File: config.mk
export PLATFORM = sky130hd
export DESIGN_NAME = sign_mag_acc
export DESIGN_NICKNAME = d
export VERILOG_FILES = /design/src/rtl/sign_mag_acc.sv
export SDC_FILE = /design/constraint.sdc
export NUM_CORES = 1
export LEC_CHECK = 0
export ABC_AREA = 1
export CORE_ASPECT_RATIO = 0.75
export CORE_MARGIN = 4
export CORE_UTILIZATION = 40
export CTS_BUF_LIST = sky130_fd_sc_hd__clkbuf_8
export DETAILED_ROUTE_END_ITERATION = 12
export GPL_TIMING_DRIVEN = 0
export PLACE_DENSITY = 0.67
export SETUP_SLACK_MARGIN = 0.05
export SLEW_MARGIN = 20
export SYNTH_ARGS = -nofsm -noshare
export SYNTH_HDL_FRONTEND = slang
export SYNTH_SLANG_ARGS = --single-unit
File: constraint.sdc
create_clock -name clk -period 2.7 [get_ports clk]
set_input_delay 0.675 -clock clk [delete_from_list [all_inputs] [get_ports clk]]
set_output_delay 0.675 -clock clk [all_outputs]
set_load 0.01 [all_outputs]
File: src/rtl/sign_mag_acc.sv
// Sign-magnitude accumulator: sums a programmed number of (N+1)-bit sign-magnitude
// samples into an (M+1)-bit sign-magnitude total with a sticky saturation flag (M >= N).
module sign_mag_acc #(
  parameter int N  = 4,
  parameter int M  = 8,
  parameter int CW = 4
) (
  input  logic          clk,
  input  logic          reset_n,
  input  logic          start,
  input  logic [CW-1:0] len,
  input  logic          in_valid,
  input  logic [N:0]    in_data,
  output logic          in_ready,
  output logic          out_valid,
  input  logic          out_ready,
  output logic [M:0]    out_data,
  output logic          ovf,
  output logic          busy
);

  typedef enum logic [1:0] {
    IDLE = 2'd0,
    ACC  = 2'd1,
    DONE = 2'd2
  } state_t;

  state_t        state;
  logic          acc_sign;
  logic [M-1:0]  acc_mag;
  logic [CW-1:0] cnt;
  logic          ovf_r;
  logic          in_ready_r;
  logic          out_valid_r;
  logic          busy_r;

  logic          in_sign;
  logic [M-1:0]  in_mag;
  logic          xfer;
  logic [M+1:0]  step;

  // Clamp an (M+1)-bit magnitude sum to the largest M-bit magnitude.
  function automatic logic [M-1:0] sat_mag(input logic [M:0] sum);
    return sum[M] ? {M{1'b1}} : sum[M-1:0];
  endfunction

  // One accumulation step; result packed as {saturated, sign, magnitude}.
  function automatic logic [M+1:0] sm_add(input logic         a_s,
                                          input logic [M-1:0] a_m,
                                          input logic         b_s,
                                          input logic [M-1:0] b_m);
    logic [M:0]   sum;
    logic         s;
    logic [M-1:0] m;
    logic         sat;
    sum = '0;
    sat = 1'b0;
    if (a_s == b_s) begin
      sum = {1'b0, a_m} + {1'b0, b_m};
      m   = sat_mag(sum);
      sat = sum[M];
      s   = a_s;
    end else if (a_m >= b_m) begin
      m = a_m - b_m;
      s = a_s;
    end else begin
      m = b_m - a_m;
      s = b_s;
    end
    // A zero magnitude is always reported as +0.
    if (m == '0) s = 1'b0;
    return {sat, s, m};
  endfunction

  always_comb begin
    in_mag          = '0;
    in_mag[N-1:0]   = in_data[N-1:0];
    // -0 on the input is folded to +0 before combining.
    in_sign         = in_data[N] & (|in_data[N-1:0]);
    xfer            = (state == ACC) && in_valid && in_ready_r;
    step            = sm_add(acc_sign, acc_mag, in_sign, in_mag);
  end

  always_ff @(posedge clk or negedge reset_n) begin
    if (!reset_n) begin
      state       <= IDLE;
      acc_sign    <= 1'b0;
      acc_mag     <= '0;
      cnt         <= '0;
      ovf_r       <= 1'b0;
      in_ready_r  <= 1'b0;
      out_valid_r <= 1'b0;
      busy_r      <= 1'b0;
    end else begin
      case (state)
        IDLE: begin
          if (start) begin
            acc_sign <= 1'b0;
            acc_mag  <= '0;
            ovf_r    <= 1'b0;
            busy_r   <= 1'b1;
            if (len != '0) begin
              cnt        <= len;
              in_ready_r <= 1'b1;
              state      <= ACC;
            end else begin
              out_valid_r <= 1'b1;
              state       <= DONE;
            end
          end
        end
        ACC: begin
          if (xfer) begin
            acc_sign <= step[M];
            acc_mag  <= step[M-1:0];
            if (step[M+1]) ovf_r <= 1'b1;
            cnt <= cnt - 1'b1;
            if (cnt == CW'(1)) begin
              in_ready_r  <= 1'b0;
              out_valid_r <= 1'b1;
              state       <= DONE;
            end
          end
        end
        DONE: begin
          if (out_valid_r && out_ready) begin
            out_valid_r <= 1'b0;
            busy_r      <= 1'b0;
            state       <= IDLE;
          end
        end
        default: begin
          in_ready_r  <= 1'b0;
          out_valid_r <= 1'b0;
          busy_r      <= 1'b0;
          state       <= IDLE;
        end
      endcase
    end
  end

  assign in_ready  = in_ready_r;
  assign out_valid = out_valid_r;
  assign out_data  = {acc_sign, acc_mag};
  assign ovf       = ovf_r;
  assign busy      = busy_r;

endmodule
==> metrics.cfg, run 1 <==
[outcome]
status = complete, no violations

[route]
dr.pass1.iters = 5
dr.first_iter.drc_count = 177
antenna_left = 0
routed_wl_um = 5530
routed_via_density = 5.07
route.detailed.drc = 0
detail_route.wl_per_cell_um = 13.4
vias = 2094

[die]
start_util = 0.414
num_rows = 22
boundaryPins = 27
dieArea_mm2 = 0.00628
die_h_um = 69.7
die_w_um = 90.2
coreArea_mm2 = 0.00490

[clock_tree]
clkTransAtPathRegs_ns = 0.07
numCtsBuffers = 3
cts_tree = built
cts_max_path_buffers = 2
cts_root_buf = clkbuf_8
cts.sinks = 19
ctsHtreeMaxLevel = 1
clk_latency_ns = 0.26

[global_routing]
grt_overflow = 0
grt_max_degree = 20
antenna_found_initial = 0
grt_pass1_vias = 1893
grt_pass1_wl_um = 8710
grt_usage = 0.167

[power]
leakage_nw = 1.35
power.total_mw = 3.09
p_int_mw = 1.44
p_seq_frac = 0.173
swShare = 0.533
p_per_area_mw_per_mm2 = 1240
power_switching_mw = 1.65
power_frac_comb = 0.763
clkPwrFrac = 0.064
ir_drop_mv = 0.437

[synth]
synth-async-reset-ratio = 1.00
ys.flop_type = dfrtp_1
synth_seq_area_share = 0.235
synth.distinct_cells = 29
synth_cells = 315
ys_seq_elements = 19
syn_area_mm2 = 0.00203
yosysWarnings = 0
syn_nets = 347
syn_area_per_cell_um2 = 6.43
synth_edf_count = 0

[setup_path]
critical_path.slowest_cell = ha_4
crit_path_cell_trace = dlygate4sd2_1, inv_2, ha_4, buf_6, nand2_2, inv_2, nand2_1, nand2_2, nor2_4, buf_4, buf_4, nand2_1, nand2_1, a21oi_2, nand2_1, nor2_1, nand2_1, nand2_1, a21oi_2
setup.worst_path.class = in -> reg
cpMostUsedCell = nand2_1
arrival_ns = 2.66
reg2reg_from = acc_mag[0]
cp_num_buf_inv = 6
critPathCapture = acc_sign
reg2reg_depth = 17
crit_cells = 19
endpoint_kind = flip-flop
r2r_setup_slack_ns = 0.30
startpoint = in_data[2]
crit_fanout = 5
cp_slowest_stage_delay_ns = 0.27
critical_path_required_ns = 2.85
crit_family = buffers and inverters
startpoint_type = primary input
reg2reg_to = acc_sign

[timing]
fin_tns_setup_ns = 0
slew_viol_final = 0
finClkSkew_ns = 0.00109
fin_crit_ns = 2.51
slew_headroom = 0.432
tightest_slew_ns = 0.850
rsz0062_at_grt = false
post-route-period-util = 0.930
final_hold_viol_count = 0
fmaxAchievable_mhz = 398
fin_ws_ns = 0.189
final-setup-viol-count = 0

[final_layout]
post-route-util = 0.509
nets = 386
final_common_cell = nand2_1
mostFrequentLayoutCells = 98 x nand2_1, 47 x inv_1, 34 x nand3_1, 28 x nor2_1, 22 x clkdlybuf4s50_1
antenna_cells = 0
fin_cells = 413
regArea_um2 = 475
fill_cells = 521
syn_to_final_growth_pct = 23.0
drive_gt1_frac = 0.147
multi_input_comb_area_mm2 = 0.00136

[run]
maxCapViolations = 0

[hold_path]
hold_path.class = reg -> reg

[placement]
dp_slack_ns = -0.514
gp_congestion = 0.969
portBuffers = 26
dpl.hpwl_um = 4240
dp.cells = 401

## cells by family (layout without fill, tap and decap cells)
logic type / count (synthesis) / count (layout) / share of synthesized area
buffers and inverters: 56 / 94 / 0.115
XOR/XNOR: 2 / 2 / 0.00864
AO/OA/AOI/OAI: 32 / 32 / 0.0920
flip-flops: 19 / 19 / 0.235
adder cells (fa/ha/maj): 18 / 18 / 0.122
AND/OR/NAND/NOR: 188 / 188 / 0.427
## per-stage QoR
step	instance area, um^2	hold slack [ns]
finish	2490	0.500
global route	2490	0.540
CTS	2430	0.509
detailed placement	2360	0.481
global placement	2360	0.486
floorplan	2030	0.379
## cell usage after synthesis (4+ instances only)
master,count,area share
ha_1,15,0.093
nor2_1,29,0.054
nand3_1,35,0.086
nand4_1,4,0.012
nand2_1,99,0.18
o21ai_0,19,0.047
inv_1,48,0.089
nand2_2,6,0.019
dfrtp_1,19,0.23
## repair_timing
action | 4_1_cts | 5_1_grt
setup endpoints to repair | 6 | 1
gates resized for setup | 7 | 10
hold buffers | 0 | 0
cloned | 0 | 1
endpoints found under the hold margin | 0 | 0
pin swaps | 3 | 2
buffers inserted | 2 | 5
## sequential cells by signal, summed over array words and instances, names as in the netlist
name / cells
in_ready: 1
state: 2
out_valid: 1
acc_sign: 1
acc_mag: 8
busy: 1
ovf: 1
cnt: 4
## per-layer routing
| layer | wire length (um) | vias up | GRT usage | part of all wire |
|---|---|---|---|---|
| met5 | 0 | - | 0 | 0 |
| met4 | 52 | 0 | 0.0153 | 0.0094 |
| met3 | 323 | 8 | 0.0369 | 0.058 |
| met2 | 2300 | 71 | 0.248 | 0.42 |
| met1 | 2860 | 952 | 0.256 | 0.52 |
| li1 | - | 1063 | - | - |
## cell type report
type | instances | share of cell area
multi-input cells | 240 | 0.545
flip-flops and latches | 19 | 0.191
repair buffers | 34 | 0.122
inverters | 51 | 0.0768
well taps | 60 | 0.0301
plain buffers | 5 | 0.0171
clock buffers | 3 | 0.0166
clock inverters | 1 | 0.00151
## how the worst min path moves through the flow
stage	to	from	slack, ns	cells past startpoint
floorplan	acc_mag[0]	reset_n	0.38	0
global placement	ovf	ovf	0.49	1
detailed placement	ovf	ovf	0.48	1
CTS	ovf	ovf	0.51	1
global route	ovf	ovf	0.54	1
finish	ovf	ovf	0.50	1
## power by group through the flow
| stage | Combinational [mW] | Clock, mW | Sequential [mW] |
|---|---|---|---|
| 2_1_floorplan | 1.51 | 0 | 0.537 |
| 3_3_place_gp | 2.07 | 0 | 0.530 |
| 3_5_place_dp | 2.09 | 0 | 0.530 |
| 4_1_cts | 2.18 | 0.198 | 0.531 |
| 5_1_grt | 2.61 | 0.215 | 0.553 |
| 6_report | 2.36 | 0.196 | 0.535 |
(Power assumes the default switching activity.)
==> run 2, diff against run 1 <==
--- a/config.mk
+++ b/config.mk
@@ -10,6 +10,7 @@
 export CORE_MARGIN = 4
 export CORE_UTILIZATION = 40
 export CTS_BUF_LIST = sky130_fd_sc_hd__clkbuf_8
+export CTS_CLUSTER_DIAMETER = 150
 export DETAILED_ROUTE_END_ITERATION = 12
 export GPL_TIMING_DRIVEN = 0
 export PLACE_DENSITY = 0.67
==> results of run 2 <==
Final layout, timing and power as in run 1 (identical DEF).
